[src/rtl/voice_mixer.sv]
// voice_mixer: four-voice gain/mix engine with ready/valid output; define VOICE_MIXER_SAT_EN to clamp the mix instead of wrapping.
module voice_mixer (
  input  logic        clk_clk,
  input  logic        reset_reset,
  input  logic        sample_tick,
  input  logic [3:0]  voice_en,
  input  logic [15:0] voice_sample_0,
  input  logic [15:0] voice_sample_1,
  input  logic [15:0] voice_sample_2,
  input  logic [15:0] voice_sample_3,
  input  logic [15:0] keyvol_0,
  input  logic [15:0] keyvol_1,
  input  logic [15:0] keyvol_2,
  input  logic [15:0] keyvol_3,
  output logic [15:0] mix_data,
  output logic        mix_valid,
  input  logic        mix_ready,
  output logic        clip,
  output logic        busy,
  output logic        overrun
);
  typedef enum logic [1:0] {IDLE, MAC, SAT, HOLD} state_t;
  state_t             r_state;
  logic [1:0]         r_idx;
  logic signed [18:0] r_acc;
  logic [15:0]        r_smp [4];
  logic [15:0]        r_gain [4];
  logic [3:0]         r_en;
  logic [15:0]        r_mix_data;
  logic               r_mix_valid;
  logic               r_clip;
  logic               r_overrun;
  logic [15:0]        w_smp, w_gain, w_sat;
  logic [32:0]        w_prod;
  logic signed [18:0] w_term;
  logic               w_start, w_drop, w_clip;
  assign w_smp   = r_smp[r_idx];
  assign w_gain  = r_gain[r_idx];
  // low 33 bits of the product are the same whether the operands are treated as signed or unsigned
  assign w_prod  = {{17{w_smp[15]}}, w_smp} * {17'b0, w_gain};
  assign w_term  = r_en[r_idx] ? {{2{w_prod[32]}}, w_prod[32:16]} : '0;
  assign w_start = sample_tick && (r_state == IDLE || (r_state == HOLD && mix_ready));
  assign w_drop  = sample_tick && !w_start;
`ifdef VOICE_MIXER_SAT_EN
  logic w_hi, w_lo;
  assign w_hi   = r_acc > 19'sd32767;
  assign w_lo   = r_acc < -19'sd32768;
  assign w_sat  = w_hi ? 16'h7FFF : w_lo ? 16'h8000 : r_acc[15:0];
  assign w_clip = w_hi || w_lo;
`else
  assign w_sat  = r_acc[15:0];
  assign w_clip = 1'b0;
`endif
  always_ff @(posedge clk_clk) begin
    if (reset_reset) begin
      r_state     <= IDLE;
      r_idx       <= '0;
      r_acc       <= '0;
      r_mix_data  <= '0;
      r_mix_valid <= 1'b0;
      r_clip      <= 1'b0;
      r_overrun   <= 1'b0;
    end else begin
      if (w_drop) r_overrun <= 1'b1;
      case (r_state)
        MAC: begin
          r_acc <= r_acc + w_term;
          r_idx <= r_idx + 2'd1;
          if (r_idx == 2'd3) r_state <= SAT;
        end
        SAT: begin
          r_mix_data  <= w_sat;
          r_clip      <= w_clip;
          r_mix_valid <= 1'b1;
          r_state     <= HOLD;
        end
        HOLD: if (mix_ready) begin
          r_mix_valid <= 1'b0;
          r_state     <= IDLE;
        end
        default: ;
      endcase
      // an accepted tick overrides the HOLD->IDLE return so back-to-back samples lose no cycle
      if (w_start) begin
        r_smp[0]  <= voice_sample_0;
        r_smp[1]  <= voice_sample_1;
        r_smp[2]  <= voice_sample_2;
        r_smp[3]  <= voice_sample_3;
        r_gain[0] <= keyvol_0;
        r_gain[1] <= keyvol_1;
        r_gain[2] <= keyvol_2;
        r_gain[3] <= keyvol_3;
        r_en      <= voice_en;
        r_acc     <= '0;
        r_idx     <= '0;
        r_state   <= MAC;
      end
    end
  end
  assign mix_data  = r_mix_data;
  assign mix_valid = r_mix_valid;
  assign clip      = r_clip;
  assign overrun   = r_overrun;
  assign busy      = r_state != IDLE;
endmodule

[config.mk]
export PLATFORM = sky130hd
export DESIGN_NAME = voice_mixer
export DESIGN_NICKNAME = d
export VERILOG_FILES = /design/src/rtl/voice_mixer.sv
export SDC_FILE = /design/constraint.sdc
export NUM_CORES = 1
export LEC_CHECK = 0
export CORE_UTILIZATION = 25
export CTS_CLUSTER_SIZE = 30
export DETAILED_ROUTE_END_ITERATION = 7
export PLACE_DENSITY = 0.42
export REMOVE_ABC_BUFFERS = 1
export SYNTH_ARGS = -nofsm -noshare
export SYNTH_HDL_FRONTEND = slang
export SYNTH_SLANG_ARGS = --single-unit
[constraint.sdc]
create_clock -name clk_clk -period 9.6 [get_ports clk_clk]
set_input_delay 1.92 -clock clk_clk [delete_from_list [all_inputs] [get_ports clk_clk]]
set_output_delay 1.92 -clock clk_clk [all_outputs]
set_load 0.005 [all_outputs]
==> metrics.txt, run 1 <==
status finished clean; Port Buf Inserts 154; area share of the largest cell type after synthesis 25.8%; peak fanout along the critical path 16; Global Route Usage Sum 13.6%; Hold Path Origin mix_data[9]; critical path startpoint category flip-flop; WP data arrival 9.44 ns; Largest stage delay, worst path 0.78 ns; cell area after layout 18700 um2; routed wirelength normalized by instance count 17.1 um; Post-CTS Setup Inserts 0; clock slew at reported path FFs 0.07 ns; first drt pass iteration count 5; clock latency reported for the late side of the worst-skew pair 0.45 ns; root buffer cell sky130_fd_sc_hd__clkbuf_16; Final min period 9.06 ns; fraction of met3 tracks used by global routing 2.05%; top_reg_cell synth sky130_fd_sc_hd__edfxtp_1; Post-DP HPWL 34400 um; CP required 9.98 ns; clock tree skew after final layout 0.0150 ns; netlist area before placement 15400 um2; ratio of cells with drive above 1 in the final layout 8.27%; die width 250 um; cell area after placement 18100 um2; cell count of the worst reg-to-reg path 31; number of antenna violations at the first check in global routing 1; global routing usage on met2 23.5%; register bit count reported by yosys 172; total gr overflow 0; via-per-instance ratio 4.38; most common cell type on the critical path sky130_fd_sc_hd__fa_1; Clock Sinks 172; number of buffers on the longest clock path 2; Yosys warning total 0; CTS tree yes; global routing's busiest layer met2; number of levels the H-tree was split into 4; Gates resized, CTS repair 0; final number of setup-violating endpoints 0; final standard cell utilization of the core 30.9%; most area-hungry cell type in the Yosys netlist sky130_fd_sc_hd__edfxtp_1; Hold/Removal Path Class reg -> reg; cts bufs inserted 17; Worst Setup End Kind flip-flop; Die Y-Extent 250 um; biggest area contributors in the synthesized netlist sky130_fd_sc_hd__edfxtp_1, sky130_fd_sc_hd__fa_1, sky130_fd_sc_hd__ha_1, sky130_fd_sc_hd__inv_1, sky130_fd_sc_hd__nand2_1; average cell area after synthesis 10.5 um2; std cell rows 90; number of top-level pins 156; synth-to-layout area growth 21.9%; path type of the worst setup path reg -> reg; count of hold buffers inserted by post-cts repair 0; total core area 60500 um2; initial core utilization 25.4%; slowest cell on the critical path sky130_fd_sc_hd__mux4_2; worst hold path cell count 2; FMAX 110 MHz; aggregate routed wire length 41600 um; final routed DRC violation total 0; pin count of the biggest net entering global routing 79; smallest hold slack 0.455 ns; final slew viol count 0; number of filler cells placed in the layout 6272; setup repair after global routing missed its margin no; nets@finish 2091; proportion of synthesized chip area in sequential cells 31.0%; vias after detailed routing 10600; Post-synth EDFFs 132; number of global-route vias before repair 11200; Post-Syn Instances 1467; count of max-cap constraint violations 0; worst slew pin tran 1.07 ns; final weighted congestion in routability-driven placement 0.848; wire length of the first global-routing pass 64500 um; count of cell types in the netlist 58; ratio of final minimum period to clock period 94.4%; Worst slew margin 28.8%; Antenna Nets Post-Route 0; Synth async-reset ratio 0%; global routing usage on met1 17.7%; hold violation count in the final report 0; initial DRC count 522; Die Footprint 62400 um2
-- cells by family (layout without fill, tap and decap cells) --
family | Yosys count | count (layout) | synth area share, %
AND/OR/NAND/NOR | 422 | 422 | 11.8
adder cells (fa/ha/maj) | 324 | 324 | 35.9
buffers and inverters | 320 | 497 | 7.94
flip-flops | 172 | 172 | 31.0
AO/OA/AOI/OAI | 146 | 146 | 6.46
multiplexers | 58 | 58 | 5.39
XOR/XNOR | 24 | 24 | 1.46
other | 1 | 2 | 0.0244
-- cells in the mapped netlist, drive strengths merged, types with 19 or more instances --
master and n:
edfxtp 132, clkbuf 49, nor3 19, and2 39
ha 130, nand2 220, o21ai 21, dfxtp 40
a21oi 48, inv 261, mux2i 23, fa 194
nor2 104
-- layer usage --
metal	routed length, um	share of wire [%]
met1	18600	45
met3	1550	3.7
met2	21100	51
met5	0	0
met4	372	0.89
-- state kept, by name, indices dropped and copies added, names as in the netlist, named ones only --
register / flops
r_gain: 64
r_state: 2
mix_valid: 1
r_acc: 16
overrun: 1
r_idx: 2
r_en: 4
mix_data: 16
r_smp: 64
-- per-stage QoR --
stage | setup WS (ns) | TNS (ns) | std cells
after floorplan | -0.217 | -0.466 | 1408
after global placement | 0.500 | 0 | 2394
after detailed placement | 0.416 | 0 | 2394
after CTS | 0.360 | 0 | 2426
after global routing | 0.0259 | 0 | 2427
final | 0.539 | 0 | 2427
-- cells in the final DEF (no fill, tap or decap), types with 5 or more instances in the layout --
cell type                         Yosys  routed
sky130_fd_sc_hd__a211oi_1            11      11
sky130_fd_sc_hd__a21o_1              18      18
sky130_fd_sc_hd__a21oi_1             47      47
sky130_fd_sc_hd__and2_1              39      39
sky130_fd_sc_hd__buf_4                3      47
sky130_fd_sc_hd__clkbuf_16            0      17
sky130_fd_sc_hd__clkdlybuf4s50_1      0     154
sky130_fd_sc_hd__clkinv_8             0       5
sky130_fd_sc_hd__dfxtp_1             40      38
sky130_fd_sc_hd__edfxtp_1           132     132
sky130_fd_sc_hd__fa_1               194     194
sky130_fd_sc_hd__ha_1               130     130
sky130_fd_sc_hd__inv_1              260     260
sky130_fd_sc_hd__mux2_2              18      18
sky130_fd_sc_hd__mux2i_1             22      22
sky130_fd_sc_hd__mux4_2              17      17
sky130_fd_sc_hd__nand2_1            220     220
sky130_fd_sc_hd__nand3_1             12      12
sky130_fd_sc_hd__nor2_1             104     103
sky130_fd_sc_hd__nor2b_1              7       7
sky130_fd_sc_hd__nor3_1              17      17
sky130_fd_sc_hd__o21a_1              18      18
sky130_fd_sc_hd__o21ai_0              8       7
sky130_fd_sc_hd__o21ai_1             13      12
sky130_fd_sc_hd__o21bai_1             5       5
sky130_fd_sc_hd__xnor2_1             15      15
sky130_fd_sc_hd__xor2_1               8       8
-- cell type report --
class | count | area [um2] | area share, %
flip-flops and latches | 172 | 4770 | 25.5
clock buffers | 17 | 425 | 2.27
diodes | 1 | 2.50 | 0.0134
multi-input cells | 975 | 9390 | 50.2
well taps | 782 | 978 | 5.23
clock inverters | 15 | 215 | 1.15
repair buffers | 204 | 1950 | 10.4
inverters | 261 | 980 | 5.23
-- critical path: cells and delay by family, from the launching register on --
family / cells / cell delay (ns)
compound gates: 12 / 2.80
xor+xnor: 1 / 0.13
fa+ha+maj: 8 / 3.58
buf+inv: 3 / 0.14
flops: 1 / 0.56
mux: 2 / 1.08
simple gates: 5 / 0.72
-- path summary, 6_finish.rpt --
path                       to  slack (ns)
setup / recovery    r_acc[15]        0.54
hold / removal    mix_data[9]        0.46
setup reg to reg    r_acc[15]        0.54
hold reg to reg   mix_data[9]        0.46
Power of run 1 is not shown: default switching activity piles up to over one toggle a cycle in this logic, so the estimate is an artifact.
==> run 2: changes to the inputs <==
- CORE_ASPECT_RATIO: default -> 0.7
- CORE_MARGIN: default -> 1.5
==> run 2 against run 1 <==
Net effect:
- hold slack barely moved
- register-to-register slack improved by 0.05 ns
- highest routed layer unchanged
- utilization rose by 0.082 points
- routed wire length hardly changed
- worst setup slack improved by 0.045 ns
- final cell count grew 1.5%
- critical path type unchanged
==> metrics.txt, run 2 (same netlist as run 1, synthesis figures left out) <==
setup repair after global routing missed its margin no; count of hold buffers inserted by post-cts repair 0; global routing usage on met2 19.4%; slowest cell on the critical path sky130_fd_sc_hd__fa_1; initial core utilization 25.4%; Antenna Nets Post-Route 0; most common cell type on the critical path sky130_fd_sc_hd__fa_1; number of levels the H-tree was split into 4; nets@finish 2102; count of max-cap constraint violations 0; std cell rows 75; diode count 0; Worst Setup End Kind flip-flop; setup slack of the critical path after layout 0.584 ns; Largest stage delay, worst path 0.54 ns; path type of the worst setup path reg -> reg; Die Y-Extent 210 um; clock tree skew after final layout 0.0150 ns; Port Buf Inserts 154; final weighted congestion in routability-driven placement 0.881; die width 299 um; CP top delay family adder cells; status finished clean; fraction of met3 tracks used by global routing 3.01%; final number of setup-violating endpoints 0; most frequent cells in the layout sky130_fd_sc_hd__inv_1, sky130_fd_sc_hd__nand2_1, sky130_fd_sc_hd__fa_1, sky130_fd_sc_hd__clkdlybuf4s50_1, sky130_fd_sc_hd__edfxtp_1; commonest non-fill, non-tap cell in the layout sky130_fd_sc_hd__inv_1; crit path buf inv count 5; Regs by FF count r_gain (64), r_smp (64); clock slew at reported path FFs 0.06 ns; initial DRC count 380; Hold/Removal Path Class reg -> reg; ratio of cells with drive above 1 in the final layout 8.70%; Post-DP HPWL 34900 um; cts bufs inserted 17; Worst slew margin 37.0%; global routing usage on met1 19.8%; final slew viol count 0; wire length of the first global-routing pass 63400 um; smallest hold slack 0.455 ns; critical path startpoint category flip-flop; pin count of the biggest net entering global routing 76; synth-to-layout area growth 21.9%; number of global-route vias before repair 10800; vias after detailed routing 10600; clock latency reported for the late side of the worst-skew pair 0.47 ns; final routed DRC violation total 0; aggregate routed wire length 41600 um; ratio of final minimum period to clock period 93.9%; routed wirelength normalized by instance count 16.9 um; worst slew pin tran 0.945 ns; hold violation count in the final report 0; total gr overflow 0; root buffer cell sky130_fd_sc_hd__clkbuf_16; Die Footprint 62900 um2; peak fanout along the critical path 13; FMAX 111 MHz; CTS tree yes; number of antenna violations at the first check in global routing 0; Global Route Usage Sum 13.4%; DP Worst Slack 0.303 ns; Clock Sinks 172; total core area 60300 um2; CP required 10.01 ns; WP data arrival 9.43 ns; cell area after placement 18200 um2; via-per-instance ratio 4.32; first drt pass iteration count 5; number of buffers on the longest clock path 2; cell area after layout 18700 um2; number of top-level pins 156; Final min period 9.02 ns; global routing's busiest layer met1
==> run 2: cell count changes in the layout (fill, tap and decap cells not counted), moves of 2 or more <==
cell,previous run,this run
sky130_fd_sc_hd__buf_4,47,58
sky130_fd_sc_hd__clkinv_8,5,0
sky130_fd_sc_hd__clkbuf_1,0,4
sky130_fd_sc_hd__inv_8,4,0
sky130_fd_sc_hd__clkinv_2,0,3
sky130_fd_sc_hd__clkinvlp_4,0,3
sky130_fd_sc_hd__clkbuf_8,0,2
sky130_fd_sc_hd__inv_12,2,0
==> run 2: layer usage <==
metal  vias up  wire length [um]
met5         -                 0
met4         0               649
met3        26              1930
met2       194             18300
met1      5341             20700
li1       5067                 -
==> run 2: what timing repair did <==
action                     in CTS  in global routing
setup endpoints to repair       0                  1
gates resized for setup         0                  4
buffers inserted                0                  2
==> run 2: area by class of cell <==
class / instances / area (um2)
Fill cell: 6168 / 41600
Inverter: 261 / 983
Tap cell: 808 / 1010
Clock inverter: 9 / 65.1
Sequential cell: 172 / 4770
Timing Repair Buffer: 215 / 2040
Clock buffer: 23 / 468
Multi-Input combinational cell: 975 / 9390
==> run 2: path summary, 6_finish.rpt <==
path / slack, ns / cells after the start / start / endpoint
worst max-delay path: 0.58 / 34 / flip-flop / r_acc[15]
worst min-delay path: 0.46 / 2 / mix_data[2] / mix_data[2]
worst max register to register: 0.58 / 34 / flip-flop / r_acc[15]
worst min register to register: 0.46 / 2 / mix_data[2] / mix_data[2]
==> run 2: through the flow <==
stage | util, % | TNS (ns) | cells
6_report | 31.0 | 0 | 2463
4_1_cts | 31.0 | 0 | 2461
2_1_floorplan | - | -0.466 | 1408
3_5_place_dp | 30.1 | 0 | 2429
5_1_grt | 31.0 | 0 | 2463
3_3_place_gp | 30.1 | 0 | 2429
==> run 2: tightest hold or removal path, stage by stage, from the launching register on <==
cell and delay, ns:
sky130_fd_sc_hd__dfxtp_1 0.31, sky130_fd_sc_hd__nand2_1 0.05, sky130_fd_sc_hd__a21oi_1 0.05
Power of run 2 is left out for the same reason.
==> run 3: changes to the inputs <==
- PLACE_DENSITY: 0.42 -> 0.41
- clock period: 9.6 -> 10.7 ns (I/O delays scaled with it)
==> run 3 against run 2 <==
Net effect:
- final area is 1.6% lower
- worst setup slack improved by 0.48 ns
- first-iteration DRC count increased by 75%
- global-route usage barely moved
- final cell count down 1.5%
- die area unchanged
- via count decreased by 1.3%
- critical path type unchanged
- largest cell class unchanged
==> metrics.txt, run 3 (same netlist as run 1, synthesis figures left out) <==
diode count 0; most frequent cells in the layout sky130_fd_sc_hd__inv_1, sky130_fd_sc_hd__nand2_1, sky130_fd_sc_hd__fa_1, sky130_fd_sc_hd__clkdlybuf4s50_1, sky130_fd_sc_hd__edfxtp_1; number of top-level pins 156; CP required 11.05 ns; Post-DP HPWL 33200 um; total core area 60300 um2; Largest stage delay, worst path 1.02 ns; WP data arrival 9.98 ns; most common cell type on the critical path sky130_fd_sc_hd__fa_1; FMAX 104 MHz; slowest cell on the critical path sky130_fd_sc_hd__o21ai_1; pin count of the biggest net entering global routing 75; Clock Sinks 172; aggregate routed wire length 41100 um; combined area of the multi-input logic cells 9380 um2; die width 299 um; count of hold buffers inserted by post-cts repair 0; Seq. cell area 4770 um2; wire length of the first global-routing pass 63800 um; vias after detailed routing 10500; commonest non-fill, non-tap cell in the layout sky130_fd_sc_hd__inv_1; CTS tree yes; Regs by FF count r_gain (64), r_smp (64); initial core utilization 25.4%; count of max-cap constraint violations 0; post-route setup TNS 0 ns; Die Y-Extent 210 um; clock slew at reported path FFs 0.07 ns; total gr overflow 0; hold violation count in the final report 0; std cell rows 75; Worst Setup End Kind flip-flop; Hold/Removal Path Class reg -> reg; DP Worst Slack 0.993 ns; number of levels the H-tree was split into 4; Worst slew margin 8.99%; routed wirelength normalized by instance count 17.0 um; path type of the worst setup path reg -> reg; worst slew pin tran 1.36 ns; nets@finish 2065; setup repair after global routing missed its margin no; Global Route Usage Sum 13.4%; via-per-instance ratio 4.33; setup slack of the critical path after layout 1.06 ns; Final min period 9.64 ns; synth-to-layout area growth 19.9%; cts bufs inserted 17; peak fanout along the critical path 11; number of filler cells placed in the layout 6290; number of buffers on the longest clock path 2; cell area after placement 17900 um2; initial DRC count 664; cell area after layout 18400 um2; final routed DRC violation total 0; Port Buf Inserts 154; number of global-route vias before repair 11000; Die Footprint 62900 um2; ratio of cells with drive above 1 in the final layout 6.30%; first drt pass iteration count 5; final number of setup-violating endpoints 0; final standard cell utilization of the core 30.5%; status finished clean; ratio of final minimum period to clock period 90.0%; clock latency reported for the late side of the worst-skew pair 0.46 ns; Post-CTS Setup Inserts 0; final slew viol count 0; root buffer cell sky130_fd_sc_hd__clkbuf_16; Gates resized, CTS repair 0; critical path startpoint category flip-flop; number of antenna violations at the first check in global routing 0; Antenna Nets Post-Route 0; clock tree skew after final layout 0.0105 ns; final weighted congestion in routability-driven placement 0.848
==> run 3: cell types whose count changed in the layout (fill, tap and decap cells not counted), sizes merged <==
| cell | before | now |
|---|---|---|
| clkinv | 5 | 6 |
| clkinvlp | 3 | 4 |
| inv | 262 | 265 |
| buf | 61 | 24 |
| clkbuf | 23 | 17 |
| bufinv | 0 | 1 |
==> run 3: critical path: cells and delay by family (launching register included) <==
family / cells / cell delay, ns
flops: 1 / 0.41
xor+xnor: 1 / 0.14
simple gates: 4 / 0.43
compound gates: 12 / 3.87
mux: 2 / 0.52
fa+ha+maj: 8 / 3.62
buf+inv: 5 / 0.52
==> run 3: final cells by class <==
cell class	instances	share of cell area, %
timing repair buffer	178	9.42
tap	808	5.49
sequential	172	25.9
clock inverter	15	0.659
clock buffer	17	2.31
multi-input combinational	975	50.9
inverter	261	5.32
==> run 3: layer usage <==
metal  track usage (%)  up-vias  share of wire, %
met5                 0        -                 0
met4              3.29        0               1.3
met3              2.69       28               4.2
met2              20.2      191                44
met1              19.5     5277                50
li1                  -     4997                 -
==> run 3: final timing paths <==
| path | start | end | slack, ns | cells after the start |
|---|---|---|---|---|
| min reg2reg | mix_data[15] | mix_data[15] | 0.46 | 2 |
| max | flip-flop | r_acc[15] | 1.06 | 32 |
| min | mix_data[15] | mix_data[15] | 0.46 | 2 |
| max reg2reg | flip-flop | r_acc[15] | 1.06 | 32 |
==> run 3: per-stage QoR <==
step,instances,hold WS [ns]
after floorplan,1408,0.443
final,2426,0.455
after global routing,2426,0.478
after CTS,2426,0.461
after detailed placement,2394,0.451
after global placement,2394,0.451
Power of run 3 is left out for the same reason.
